[config.mk]
export PLATFORM = sky130hd
export DESIGN_NAME = fifo_stream_reader
export DESIGN_NICKNAME = d
export VERILOG_FILES = /design/src/rtl/fifo_pkg.sv /design/src/rtl/fwft_skid_buf.sv /design/src/rtl/fifo_stream_reader.sv
export SDC_FILE = /design/constraint.sdc
export NUM_CORES = 1
export LEC_CHECK = 0
export CAP_MARGIN = 30
export CORE_AREA = 5 5 66 53
export DETAILED_ROUTE_END_ITERATION = 16
export DIE_AREA = 0 0 71 58
export GPL_TIMING_DRIVEN = 0
export PLACE_DENSITY = 0.64
export REMOVE_ABC_BUFFERS = 1
export SETUP_SLACK_MARGIN = 0.1
export SLEW_MARGIN = 10
export SYNTH_ARGS = -nofsm -noshare
export SYNTH_HDL_FRONTEND = slang
export SYNTH_SLANG_ARGS = --single-unit
[constraint.sdc]
create_clock -name clk -period 4.1 [get_ports clk]
set_clock_uncertainty 0.05 [all_clocks]
set_input_delay 0.615 -clock clk [delete_from_list [all_inputs] [get_ports clk]]
set_output_delay 0.615 -clock clk [all_outputs]
set_load 0.1 [all_outputs]
[src/rtl/fifo_pkg.sv]
// fifo_pkg: shared word type and limits for the FIFO read-side blocks
package fifo_pkg;
  localparam int DATA_WIDTH = 8;
  localparam int MAX_READ_LATENCY = 4;
  typedef logic [DATA_WIDTH-1:0] fifo_word_t;
endpackage

[src/rtl/fwft_skid_buf.sv]
// fwft_skid_buf: small circular buffer presenting its head word as registered state
module fwft_skid_buf
  import fifo_pkg::*;
#(
  parameter int DATA_WIDTH = fifo_pkg::DATA_WIDTH,
  parameter int DEPTH = 2,
  localparam int PW = (DEPTH > 1) ? $clog2(DEPTH) : 1,
  localparam int CW = $clog2(DEPTH + 1)
) (
  input  logic                  clk,
  input  logic                  rst,
  input  logic                  clr,
  input  logic                  push,
  input  logic [DATA_WIDTH-1:0] push_data,
  input  logic                  pop,
  output logic                  valid,
  output logic [DATA_WIDTH-1:0] data,
  output logic [CW-1:0]         count
);
  logic [DATA_WIDTH-1:0] mem [DEPTH];
  logic [PW-1:0] wr_ptr, rd_ptr;

  function automatic logic [PW-1:0] wrap_inc(input logic [PW-1:0] p);
    return (p == PW'(DEPTH - 1)) ? '0 : p + PW'(1);
  endfunction

  assign valid = (count != '0);
  assign data = mem[rd_ptr];

  // storage, pointers and occupancy; clr empties the buffer but keeps stored words
  always_ff @(posedge clk or negedge rst) begin
    if (!rst) begin
      wr_ptr <= '0;
      rd_ptr <= '0;
      count <= '0;
      for (int i = 0; i < DEPTH; i++) mem[i] <= '0;
    end else if (clr) begin
      wr_ptr <= '0;
      rd_ptr <= '0;
      count <= '0;
    end else begin
      if (push) begin
        mem[wr_ptr] <= push_data;
        wr_ptr <= wrap_inc(wr_ptr);
      end
      if (pop) rd_ptr <= wrap_inc(rd_ptr);
      count <= count + CW'(push) - CW'(pop);
    end
  end

  a_no_overflow: assert property (@(posedge clk) disable iff (!rst) !(push && count == CW'(DEPTH)));
  a_no_underflow: assert property (@(posedge clk) disable iff (!rst) !(pop && count == '0));
endmodule

[src/rtl/fifo_stream_reader.sv]
// fifo_stream_reader: turns a fixed-latency FIFO read port into a first-word-fall-through valid/ready stream
module fifo_stream_reader
  import fifo_pkg::*;
#(
  parameter int DATA_WIDTH = fifo_pkg::DATA_WIDTH,
  parameter int READ_LATENCY = 1,
  parameter int BUF_DEPTH = READ_LATENCY + 1,
  localparam int CW = $clog2(BUF_DEPTH + 1)
) (
  input  logic                  clk,
  input  logic                  rst,
  input  logic                  fifo_empty,
  output logic                  fifo_rd_en,
  input  logic [DATA_WIDTH-1:0] fifo_data,
  input  logic                  flush,
  output logic                  m_valid,
  input  logic                  m_ready,
  output logic [DATA_WIDTH-1:0] m_data,
  output logic [CW-1:0]         occupancy
);
  logic [READ_LATENCY-1:0] in_flight;
  logic pop, ret;
  logic [CW:0] demand;

  assign pop = m_valid && m_ready;
  assign ret = in_flight[READ_LATENCY-1];
  // slots already promised: buffered words that stay plus reads still travelling
  assign demand = {1'b0, occupancy} - (CW + 1)'(pop) + (CW + 1)'($countones(in_flight));
  // the strobe is held low while reset is asserted so the FIFO is never popped then
  assign fifo_rd_en = rst && !fifo_empty && !flush && (demand < (CW + 1)'(BUF_DEPTH));

  // one bit per issued read, shifted until its data appears on fifo_data; flush drops them all
  always_ff @(posedge clk or negedge rst) begin
    if (!rst) in_flight <= '0;
    else in_flight <= flush ? '0 : (in_flight << 1) | READ_LATENCY'(fifo_rd_en);
  end

  fwft_skid_buf #(
    .DATA_WIDTH(DATA_WIDTH),
    .DEPTH(BUF_DEPTH)
  ) u_buf (
    .clk(clk),
    .rst(rst),
    .clr(flush),
    .push(ret),
    .push_data(fifo_data),
    .pop(pop),
    .valid(m_valid),
    .data(m_data),
    .count(occupancy)
  );

  a_no_read_when_empty: assert property (@(posedge clk) disable iff (!rst) !(fifo_rd_en && fifo_empty));
endmodule

==> flow_metrics.tcl, run 1 <==
set metrics [dict create \
    fin_crit_ns 3.88 \
    clkLatencyLatePin_ns 0.26 \
    cts_tree "yes" \
    fin_crit_sh_pct 94.7 \
    whs_endpoint "u_buf.mem[4]" \
    grtUsageTotal_pct 9.85 \
    nets 113 \
    cts_max_path_buffers 2 \
    ant_nets 0 \
    drc 0 \
    cts_resized 1 \
    antenna-diode-count 0 \
    required_ns 3.43 \
    max_clock_freq_ghz 0.258 \
    num_vias 617 \
    wl_per_cell_um 13.9 \
    drive_gt1_share_pct 36.5 \
    top_layer "met3" \
    status "complete, no violations" \
    port_buffers 24 \
    hp-start "u_buf.mem[4]" \
    preCtsSetupSlack_ns -0.118 \
    grt_pass1_wl_mm 3.14 \
    crit_top_cell "ha_1" \
    r2r-end "in_flight" \
    netlist_area_um2 995 \
    drv_slew 0 \
    post-cts-setup-buffers 0 \
    totalWireLength_mm 1.87 \
    cp.depth 8 \
    critPathLaunchType "input port" \
    cts_buffers 3 \
    cts.sinks 21 \
    tightestPinTransition_ns 0.974 \
    holdPathStages 1 \
    crit_buf_inv 3 \
    setup_viol 0 \
    ys_seq_elements 21 \
    clk_pin_slew_ns 0.07 \
    row_count 17 \
    crit_chain "clkdlybuf4s50_1, o21a_1, ha_1, inv_1, ha_1, fa_1, nor4_1, clkdlybuf4s15_1" \
    rsz0062_at_grt "no" \
    synth.distinct_cells 16 \
    end_kind "output port" \
    setup_slack_ns 0.217 \
    dr.first_iter.drc_count 25 \
    coreArea_um2 2810 \
    wl_met1_um 849 \
    cp_slowest_cell "clkdlybuf4s15_1" \
    reg2reg_slack_ns 2.09 \
    synth_cells 69 \
    cp_max_fo 3 \
    crit_type "in2out" \
    yosysSeqAreaShare_pct 52.8 \
    ioPinCount 25 \
    dp_hpwl_mm 1.42 \
    postLayoutCoreUtil_pct 47.3 \
    syn_avg_cell_area_um2 14.4 \
    h-tree-depth 1 \
    slowest_delay_ns 0.86 \
    cp_top_family "buffers and inverters" \
    place.gp.congestion 0.723 \
    first_global_vias 662 \
    die_h_um 58 \
    cts-root-buf "clkbuf_8" \
    max_cap_viol_count 0 \
    postCtsHoldBufs 0 \
    hp-class "reg2reg" \
    arrival_ns 3.22 \
    die_area_um2 4120 \
    max_slew_margin_pct 34.9 \
    first_pass_iters 2 \
    grt_max_degree 23 \
    die_w_um 71 \
    grt.overflow.total 0 \
    num-fill-cells 269 \
    hold_viol 0 \
    met3_length_um 117 \
    vias_per_cell 4.60 \
    antenna_found_initial 0 \
    area.growth.synth_to_final_pct 33.5 \
    wl_met2_um 900 \
    regToRegStartpoint "u_buf.count[1]" \
    start_util_pct 35.4 \
    ys_warn_count 0 \
    rr_worst_depth 6 \
]
kinds of logic (layout without fill, tap and decap cells):
group	count (synthesis)	after routing	share of synthesized area, %
mux	25	25	28.3
compound gates	1	1	0.755
buf+inv	6	33	3.14
flops	21	21	52.8
simple gates	11	11	8.68
fa+ha+maj	3	3	4.53
xor+xnor	2	2	1.76
cell usage after synthesis (all sizes together):
cell type / count / area, um^2
xnor2: 2 / 17.5
nor2: 2 / 7.51
dfrtp: 21 / 526
o21a: 1 / 7.51
nor4: 2 / 12.5
nor3b: 1 / 18.8
fa: 1 / 20.0
nand2: 1 / 3.75
and2b: 3 / 26.3
ha: 2 / 25.0
mux2: 25 / 282
buf: 2 / 16.3
nand2b: 1 / 6.26
inv: 4 / 15.0
nand3b: 1 / 11.3
flip-flops by register name (all words and copies together), names as in the netlist:
| signal | count |
|---|---|
| in_flight | 1 |
| u_buf.count | 2 |
| u_buf.mem | 16 |
| u_buf.rd_ptr | 1 |
| u_buf.wr_ptr | 1 |
placed cells by master, fill, tap and decap left out, types with 2 or more instances in the layout:
cell	synthesis	layout
and2b_2	3	3
clkbuf_8	0	3
clkdlybuf4s50_1	0	23
dfrtp_1	21	21
ha_1	2	2
inv_1	4	4
mux2_2	25	25
nor2_1	2	2
nor4_1	2	2
xnor2_1	2	2
worst max path at each step:
stage                              start         end
final                            m_ready  fifo_rd_en
after global routing             m_ready  fifo_rd_en
after CTS                        m_ready  fifo_rd_en
after detailed placement         m_ready  fifo_rd_en
after global placement           m_ready  fifo_rd_en
after floorplan           u_buf.count[1]  fifo_rd_en
cell type report:
type                            count  area, um^2  area share [%]
Clock buffer                        3        41.3            3.11
Clock inverter                      1        5.00           0.377
Inverter                            4        15.0            1.13
Multi-Input combinational cell     42         438            33.0
Sequential cell                    21         526            39.6
Tap cell                           38        47.5            3.58
Timing Repair Buffer               25         255            19.2
per-layer routing:
metal	track usage, %	vias to the layer above
met5	0	-
met4	0.804	0
met3	5.03	0
met2	16.2	14
met1	12.1	310
li1	-	293
through the flow:
step                      std cells  setup TNS [ns]  hold WS [ns]  area [um^2]
after floorplan                  67           -1.54         0.269          978
after global placement          129          -0.107         0.432         1270
after detailed placement        129          -0.118         0.438         1270
after CTS                       133               0         0.455         1310
after global routing            134               0         0.460         1330
final                           134               0         0.456         1330
Power of run 1 is left out: the tool's default activity adds up to more than one toggle a clock period on the data nets, which glitch-free logic cannot reach.
==> run 2, diff against run 1 <==
--- a/config.mk
+++ b/config.mk
@@ -9,6 +9,7 @@
 export CORE_AREA = 5 5 66 53
 export DETAILED_ROUTE_END_ITERATION = 16
 export DIE_AREA = 0 0 71 58
+export GPL_ROUTABILITY_DRIVEN = 0
 export GPL_TIMING_DRIVEN = 0
 export PLACE_DENSITY = 0.64
 export REMOVE_ABC_BUFFERS = 1
==> results of run 2 <==
Same layout as run 1: the final DEF is identical, and so are final timing and power.
Power of run 2 is left out for the same reason.
